`src/rtl/prio_arbiter.sv`:
```
// prio_arbiter: registered N-way arbiter with grant hold-until-release.
//
// A client raises req[i] and keeps it high while it needs the shared resource.
// The arbiter picks one owner per arbitration, drives a registered one-hot gnt
// plus its binary index, and keeps that owner until it drops its request. When
// the owner releases, the same edge re-arbitrates over the remaining requests,
// so ownership can move without an idle cycle.
//
// Selection modes (run-time, via mode):
//   0 - fixed priority, highest set index wins
//   1 - round-robin, scan upward from ptr with wrap; ptr = winner + 1 on grant
//
// Optional build macro ARB_MAX_HOLD_EN:
//   When defined, an owner that has held for MAX_HOLD cycles is forced off the
//   grant if any other client is waiting. When undefined, hold time is
//   unlimited and MAX_HOLD is unused apart from its range check.
//
// Parameters:
//   N        number of requesters (2..32)
//   IDXW     width of grant_idx, derived from N; do not override
//   MAX_HOLD maximum consecutive ownership cycles (>= 1), ARB_MAX_HOLD_EN only
//
// Ports:
//   clk        system clock, rising edge
//   rst_n      synchronous active-low reset
//   mode       0 = fixed priority, 1 = round-robin
//   req        request vector, one bit per client
//   gnt        registered one-hot grant, zero when idle
//   grant_idx  registered index of the owner, holds last value while idle
//   idle       registered, high exactly when gnt is zero
module prio_arbiter #(
  parameter int unsigned N        = 8,
  parameter int unsigned IDXW     = $clog2(N),
  parameter int unsigned MAX_HOLD = 16
) (
  input  logic            clk,
  input  logic            rst_n,
  input  logic            mode,
  input  logic [N-1:0]    req,
  output logic [N-1:0]    gnt,
  output logic [IDXW-1:0] grant_idx,
  output logic            idle
);

  if ((N < 2) || (N > 32)) begin : g_bad_n
    $error("prio_arbiter: N must be in 2..32");
  end
  if (MAX_HOLD < 1) begin : g_bad_hold
    $error("prio_arbiter: MAX_HOLD must be >= 1");
  end

  localparam logic [IDXW:0] NumReq = (IDXW + 1)'(N);

  typedef enum logic {
    StIdle  = 1'b0,
    StGrant = 1'b1
  } state_e;

  state_e          state_q;
  logic [N-1:0]    gnt_q;
  logic [IDXW-1:0] grant_idx_q;
  logic            idle_q;
  logic [IDXW-1:0] ptr_q;

  logic            owner_req;
  logic [N-1:0]    owner_mask;
  logic            force_rearb;
  logic [N-1:0]    cand;
  logic            any_cand;
  logic            arb_en;
  logic [IDXW-1:0] fix_idx;
  logic [IDXW-1:0] rr_idx;
  logic [IDXW:0]   rr_pos;
  logic [IDXW-1:0] win_idx;
  logic [N-1:0]    win_onehot;
  logic [IDXW-1:0] ptr_nxt;

  assign owner_req  = req[grant_idx_q];
  assign owner_mask = {{(N-1){1'b0}}, 1'b1} << grant_idx_q;

  // A forced hand-over excludes the current owner from the candidate set.
  assign cand     = force_rearb ? (req & ~owner_mask) : req;
  assign any_cand = |cand;

  // Arbitrate when idle, when the owner lets go, or when its hold time is up.
  assign arb_en = (state_q == StIdle) || !owner_req || force_rearb;

`ifdef ARB_MAX_HOLD_EN
  localparam int unsigned CntW = $clog2(MAX_HOLD + 1);

  logic [CntW-1:0] hold_cnt_q;
  logic            hold_max;

  assign hold_max    = (hold_cnt_q == CntW'(MAX_HOLD));
  assign force_rearb = (state_q == StGrant) && owner_req && hold_max &&
                       (|(req & ~owner_mask));

  // Counts cycles of the current ownership, 1 on the granting edge, saturating.
  always_ff @(posedge clk) begin
    if (!rst_n) begin
      hold_cnt_q <= '0;
    end else if (arb_en) begin
      hold_cnt_q <= any_cand ? CntW'(1) : '0;
    end else if (!hold_max) begin
      hold_cnt_q <= hold_cnt_q + CntW'(1);
    end
  end
`else
  assign force_rearb = 1'b0;
`endif

  // Fixed priority: last set bit found scanning upward is the highest index.
  always_comb begin
    fix_idx = '0;
    for (int i = 0; i < N; i++) begin
      if (cand[i]) fix_idx = IDXW'(i);
    end
  end

  // Round-robin: walk offsets from N-1 down to 0 so the smallest offset from
  // ptr that hits a set bit is the one left in rr_idx.
  always_comb begin
    rr_idx = '0;
    rr_pos = '0;
    for (int i = N - 1; i >= 0; i--) begin
      rr_pos = {1'b0, ptr_q} + (IDXW + 1)'(i);
      if (rr_pos >= NumReq) rr_pos = rr_pos - NumReq;
      if (cand[rr_pos[IDXW-1:0]]) rr_idx = rr_pos[IDXW-1:0];
    end
  end

  assign win_idx    = mode ? rr_idx : fix_idx;
  assign win_onehot = {{(N-1){1'b0}}, 1'b1} << win_idx;
  assign ptr_nxt    = (win_idx == IDXW'(N - 1)) ? '0 : win_idx + IDXW'(1);

  always_ff @(posedge clk) begin
    if (!rst_n) begin
      state_q     <= StIdle;
      gnt_q       <= '0;
      grant_idx_q <= '0;
      idle_q      <= 1'b1;
      ptr_q       <= '0;
    end else if (arb_en) begin
      if (any_cand) begin
        state_q     <= StGrant;
        gnt_q       <= win_onehot;
        grant_idx_q <= win_idx;
        idle_q      <= 1'b0;
        ptr_q       <= ptr_nxt;
      end else begin
        // grant_idx and ptr keep their values across an idle period.
        state_q <= StIdle;
        gnt_q   <= '0;
        idle_q  <= 1'b1;
      end
    end
  end

  assign gnt       = gnt_q;
  assign grant_idx = grant_idx_q;
  assign idle      = idle_q;

endmodule

```
`config.mk`:
```
export PLATFORM = sky130hd
export DESIGN_NAME = prio_arbiter
export DESIGN_NICKNAME = d
export VERILOG_FILES = /design/src/rtl/prio_arbiter.sv
export SDC_FILE = /design/constraint.sdc
export NUM_CORES = 1
export LEC_CHECK = 0
export BUFFER_PORTS_ARGS = -buffer_cell sky130_fd_sc_hd__buf_2
export CELL_PAD_IN_SITES_DETAIL_PLACEMENT = 1
export CELL_PAD_IN_SITES_GLOBAL_PLACEMENT = 2
export CORE_AREA = 3 3 78 80
export CTS_BUF_LIST = sky130_fd_sc_hd__clkbuf_4 sky130_fd_sc_hd__clkbuf_8
export CTS_CLUSTER_DIAMETER = 60
export CTS_CLUSTER_SIZE = 16
export DETAILED_ROUTE_END_ITERATION = 12
export DIE_AREA = 0 0 81 83
export GPL_TIMING_DRIVEN = 0
export PLACE_DENSITY = 0.76
export REMOVE_ABC_BUFFERS = 1
export SETUP_SLACK_MARGIN = 0.2
export SLEW_MARGIN = 20
export SYNTH_ARGS = -nofsm -noshare
export SYNTH_HDL_FRONTEND = slang
export SYNTH_SLANG_ARGS = --single-unit
```
`constraint.sdc`:
```
create_clock -name clk -period 3.6 [get_ports clk]
set_input_delay 0.36 -clock clk [delete_from_list [all_inputs] [get_ports clk]]
set_output_delay 0.36 -clock clk [all_outputs]
set_load 0.02 [all_outputs]
```
Word-level counts from Yosys, hierarchy flattened
Cells that the tools add are included.

Register bits: 16. Bits of input ports: 11. Output and inout bits: 12. Word-level logic and storage cells: 91.

Add/sub/neg operators: 16. $lt $le $gt $ge: 17. Equal/unequal tests: 1. Shift-type cells: 1. Multiplexer cells: 46. Bitwise logic cells: 1. Reductions and logical operators: 4.

Operators by type and width (count): $mux W3 (22); $lt A3 B4 Y1 const B (9); $ge A4 B4 Y1 const B (7); $bmux W1 S3 (9); $sub A3 B1 Y3 const B (8); $add A3 B3 Y4 const B (4); $mux W1 (12); $add A3 B2 Y4 const B (2); $mux W8 (1); $reduce_or A8 Y1 (1); $shl A1 B3 Y8 const A (1); $add A3 B1 Y4 const B (1); $ge A3 B4 Y1 const B (1); $mux W2 (2); $add A3 B1 Y3 const B (1); $eq A3 B3 Y1 const B (1); $reduce_and A2 Y1 (1); $logic_not A1 Y1 (1); $logic_or A1 B1 Y1 (1); $not A1 Y1 (1).

Logic depth before layout (Yosys ltp)
Depth in word-level cells: 16. Gate-level depth with buffers: 17. Depth with buffers taken out: 13.

Least setup slack after synthesis
OpenSTA, ideal clock, no wires.

Kind: reg2reg. From: reg ptr_q[0]. To: reg ptr_q[2]. Library setup time: 0.117 ns. Arrival time: 3.361 ns. Data required time: 3.483 ns. Setup slack: 0.122 ns. Stages on the path, launching flop included: 18. Path buffers: 4. Period minus slack after synthesis: 3.478 ns. Cells stage by stage: dfxtp_1 -> buf_6 -> buf_2 -> inv_1 -> ha_1 -> buf_6 -> buf_2 -> mux2_2 -> nor3_1 -> a21oi_1 -> a32oi_1 -> nand3_1 -> a311oi_2 -> nor3_1 -> ha_1 -> ha_1 -> a21oi_1 -> nor2_1.

Longest elaborated chain between the ends: 16. Elaborated cells between the ends (all ways): 59. Classes of those cells: 16 x add/sub; 8 x order compare; 1 x eq/ne; 34 x mux.

RTL lines: start, declared (line 63) `logic [IDXW-1:0] ptr_q;`; start signal, assigned (line 149) `ptr_q <= ptr_nxt;`; $add A3 B3 Y4 (line 126) `rr_pos = {1'b0, ptr_q} + (IDXW + 1)'(i);`; $ge A4 B4 Y1 or $sub A3 B1 Y3 (tied branches) (line 127) `if (rr_pos >= NumReq) rr_pos = rr_pos - NumReq;`; $mux W3 (line 127); $bmux W1 S3 (line 128) `if (cand[rr_pos[IDXW-1:0]]) rr_idx = rr_pos[IDXW-1:0];`; $mux W1 (implied by the code) (line 128); $mux W3 (7 in series) (line 128); $mux W3 (*) (line 128); $mux W3 (*) (line 132) `assign win_idx = mode ? rr_idx : fix_idx;`; named net win_idx[0] (line 74) `logic [IDXW-1:0] win_idx;`; $add A3 B1 Y3 or $eq A3 B3 Y1 (tied branches) (line 134) `assign ptr_nxt = (win_idx == IDXW'(N - 1)) ? '0 : win_idx + IDXW'(1);`; $mux W3 (*) (line 134); named net ptr_nxt[2] (line 76) `logic [IDXW-1:0] ptr_nxt;`.

The timed path passes the listed nets; every way through them passes the cells marked *. The select of a mux whose other input is x is not followed. A chain may end at the register's enable or synchronous reset.

Final worst setup path
Ends and elaborated chain as after synthesis.

==> qor.yml <==
status: "completed"
grt_max_degree: 19
ys.warnings.count: 0
maxCapViolCount: 0
vias_per_cell: 5.61
port-buffer-count: 22
drt_iter0_markers: 63
ys_types: 52
dr.pass1.iters: 4
die_area_um2: 6720
place_area_um2: 1860
hold_viol: 0
cpPeakStageDelay_ns: 0.57
rsz0062_at_grt: "false"
finalSetupViolations: 0
clock_path_buffers: 2
instances_no_fill: 298
vias: 1672
ir_drop_uv: 362
cts_tree: "yes"
path_cells: "inv_1 -> ha_4 -> mux4_2 -> mux2i_4 -> nand2_1 -> or3_4 -> a211oi_4 -> nor2_2 -> ha_2 -> ha_1 -> a21oi_1 -> nor2_1"
ctsHtreeMaxLevel: 1
nNetsFinal: 245
io-pin-count: 23
fill_cells: 657
wirelength_mm: 5.21
cts-buffers-inserted: 3
initial_core_util_pct: 32.3
cts_hold_buffers: 0
grt_use_total_pct: 15.7
cts_root_buf: "clkbuf_8"
synth-simple-area-share_pct: 20.2
final_cell_area_um2: 2140
arrival_ns: 3.38
grt_pass1_wl_mm: 8.46
async_reset_ff_share_pct: 0
grt_pass1_vias: 1595
required_ns: 3.74
clk_latency_ns: 0.25
post-place-cells: 282
fmax_ghz: 0.308
synthXorXnorAreaFrac_pct: 1.49
holdCritPathClass: "input pin to flop"
hold_slack_ns: 0.404
grt_antenna_before_repair: 0
dieHeight_um: 83
avgSynthCellArea_um2: 8.80
mostFrequentLayoutCells: "buf_2 (22), nor2_1 (19), nand2_1 (19)"
dp_slack_ns: -0.928
clkSinkCount: 16
cp_num_buf_inv: 1
diodes: 0
critPathKind: "flop to flop"
ant_nets: 0
synthCells: 201
synth_top_family_by_area: "multiplexers"
p_per_area_nw_per_um2: 1030
synth_edf_count: 0
period_share_pct: 90.1
clk_pin_slew_ns: 0.07
endpoint_kind: "flop"
dieWidth_um: 81
ys_ff_latch: 16
synth.mux.area_fraction_pct: 23.8
cp_top_family: "adder cells"
layout_commonest_cell: "buf_2"
clock_skew_ns: 0.00234
finalPower_mw: 2.20
seq_area_um2: 329
drv_slew: 0
multi_input_area_um2: 1430
gp_congestion: 0.819
core_area_um2: 5470
startpoint_type: "flop"
critPathMaxFanout: 8
wl_per_cell_um: 17.5
num_rows: 27
drc: 0
area_delta_synth_final_pct: 20.9
synth_compound_area_share_pct: 23.3
synth_area_um2: 1770
period_needed_ns: 3.24
ys.flop_type: "dfxtp_1"
slowest_stage: "mux4_2"
layout-drive-gt1-share_pct: 35.0
p_leak_nw: 0.800
setup_slack_ns: 0.358
max-slew-margin-rel_pct: 53.9
max_slew.worst_pin.slew_ns: 0.682
grt.overflow.total: 0
seq_area_frac_synth_pct: 18.1
dp_hpwl_mm: 3.63
synthAdderAreaFrac_pct: 4.95
[sequential cells by signal, summed over array words and instances (netlist names)]
register	cells
grant_idx	3
state_q	1
gnt	8
idle	1
ptr_q	3
[cell families (layout without fill, tap and decap cells)]
logic type	Yosys count	in the layout
buffers and inverters	22	47
XOR/XNOR	3	3
multiplexers	26	26
flip-flops	16	16
AND/OR/NAND/NOR	73	73
AO/OA/AOI/OAI	54	54
adder cells (fa/ha/maj)	7	7
[final timing paths]
path | start | to | slack (ns) | cells after the start
setup reg to reg | ptr_q[0]$_SDFFE_PN0P_ | ptr_q[2]$_SDFFE_PN0P_ | 0.36 | 12
hold / removal | rst_n | grant_idx[2]$_SDFFE_PN0P_ | 0.40 | 3
hold reg to reg | gnt[5]$_SDFFE_PN0N_ | gnt[5]$_SDFFE_PN0N_ | 0.45 | 2
setup / recovery | ptr_q[0]$_SDFFE_PN0P_ | ptr_q[2]$_SDFFE_PN0P_ | 0.36 | 12
[worst min-delay path, delay by kind of cell]
| family | cells | cell delay [ns] |
|---|---|---|
| compound gates | 2 | 0.11 |
| buf+inv | 1 | 0.13 |
[area by class of cell]
class | instances | share of cell area (%)
Clock buffer | 4 | 2.57
Inverter | 9 | 1.58
Multi-Input combinational cell | 163 | 66.9
Sequential cell | 16 | 15.4
Tap cell | 72 | 4.21
Timing Repair Buffer | 34 | 9.36
[routing by layer]
metal / GRT usage [%] / vias up / wire (um)
met4: 2.15 / 0 / 48
li1: - / 807 / -
met1: 23.7 / 826 / 2530
met3: 2.82 / 4 / 175
met2: 23.7 / 35 / 2460
met5: 0 / - / 0
[power breakdown]
| group | total [mW] | switching (mW) | internal [mW] |
|---|---|---|---|
| Sequential | 0.309 | 0.0703 | 0.239 |
| Combinational | 1.73 | 0.951 | 0.775 |
| Clock | 0.161 | 0.0643 | 0.0971 |
| Total | 2.20 | 1.09 | 1.11 |
[repair_timing]
| action | CTS | global route |
|---|---|---|
| setup buffers | 5 | 7 |
| endpoints found under the setup margin | 14 | 7 |
| gates resized for setup | 11 | 17 |
| pin swaps | 1 | 3 |
[through the flow]
stage / utilization [%] / setup TNS (ns)
after global placement: 34.0 / -7.46
after global routing: 39.1 / 0
final: 39.1 / 0
after floorplan: - / -0.263
after detailed placement: 34.0 / -8.64
after CTS: 36.6 / 0
[Yosys cell counts, types with 5 or more instances]
| cell | instances | area share (%) |
|---|---|---|
| a21oi_1 | 12 | 3.4 |
| a32o_1 | 5 | 2.8 |
| dfxtp_1 | 16 | 18 |
| ha_1 | 7 | 5.0 |
| inv_1 | 8 | 1.7 |
| mux2i_1 | 11 | 6.2 |
| mux4_2 | 9 | 11 |
| nand2_1 | 19 | 4.0 |
| nand2b_1 | 5 | 1.8 |
| nand3_1 | 9 | 2.5 |
| nor2_1 | 20 | 4.2 |
| o21ai_0 | 13 | 3.7 |
Note: power is estimated with default switching activity, not from simulation.
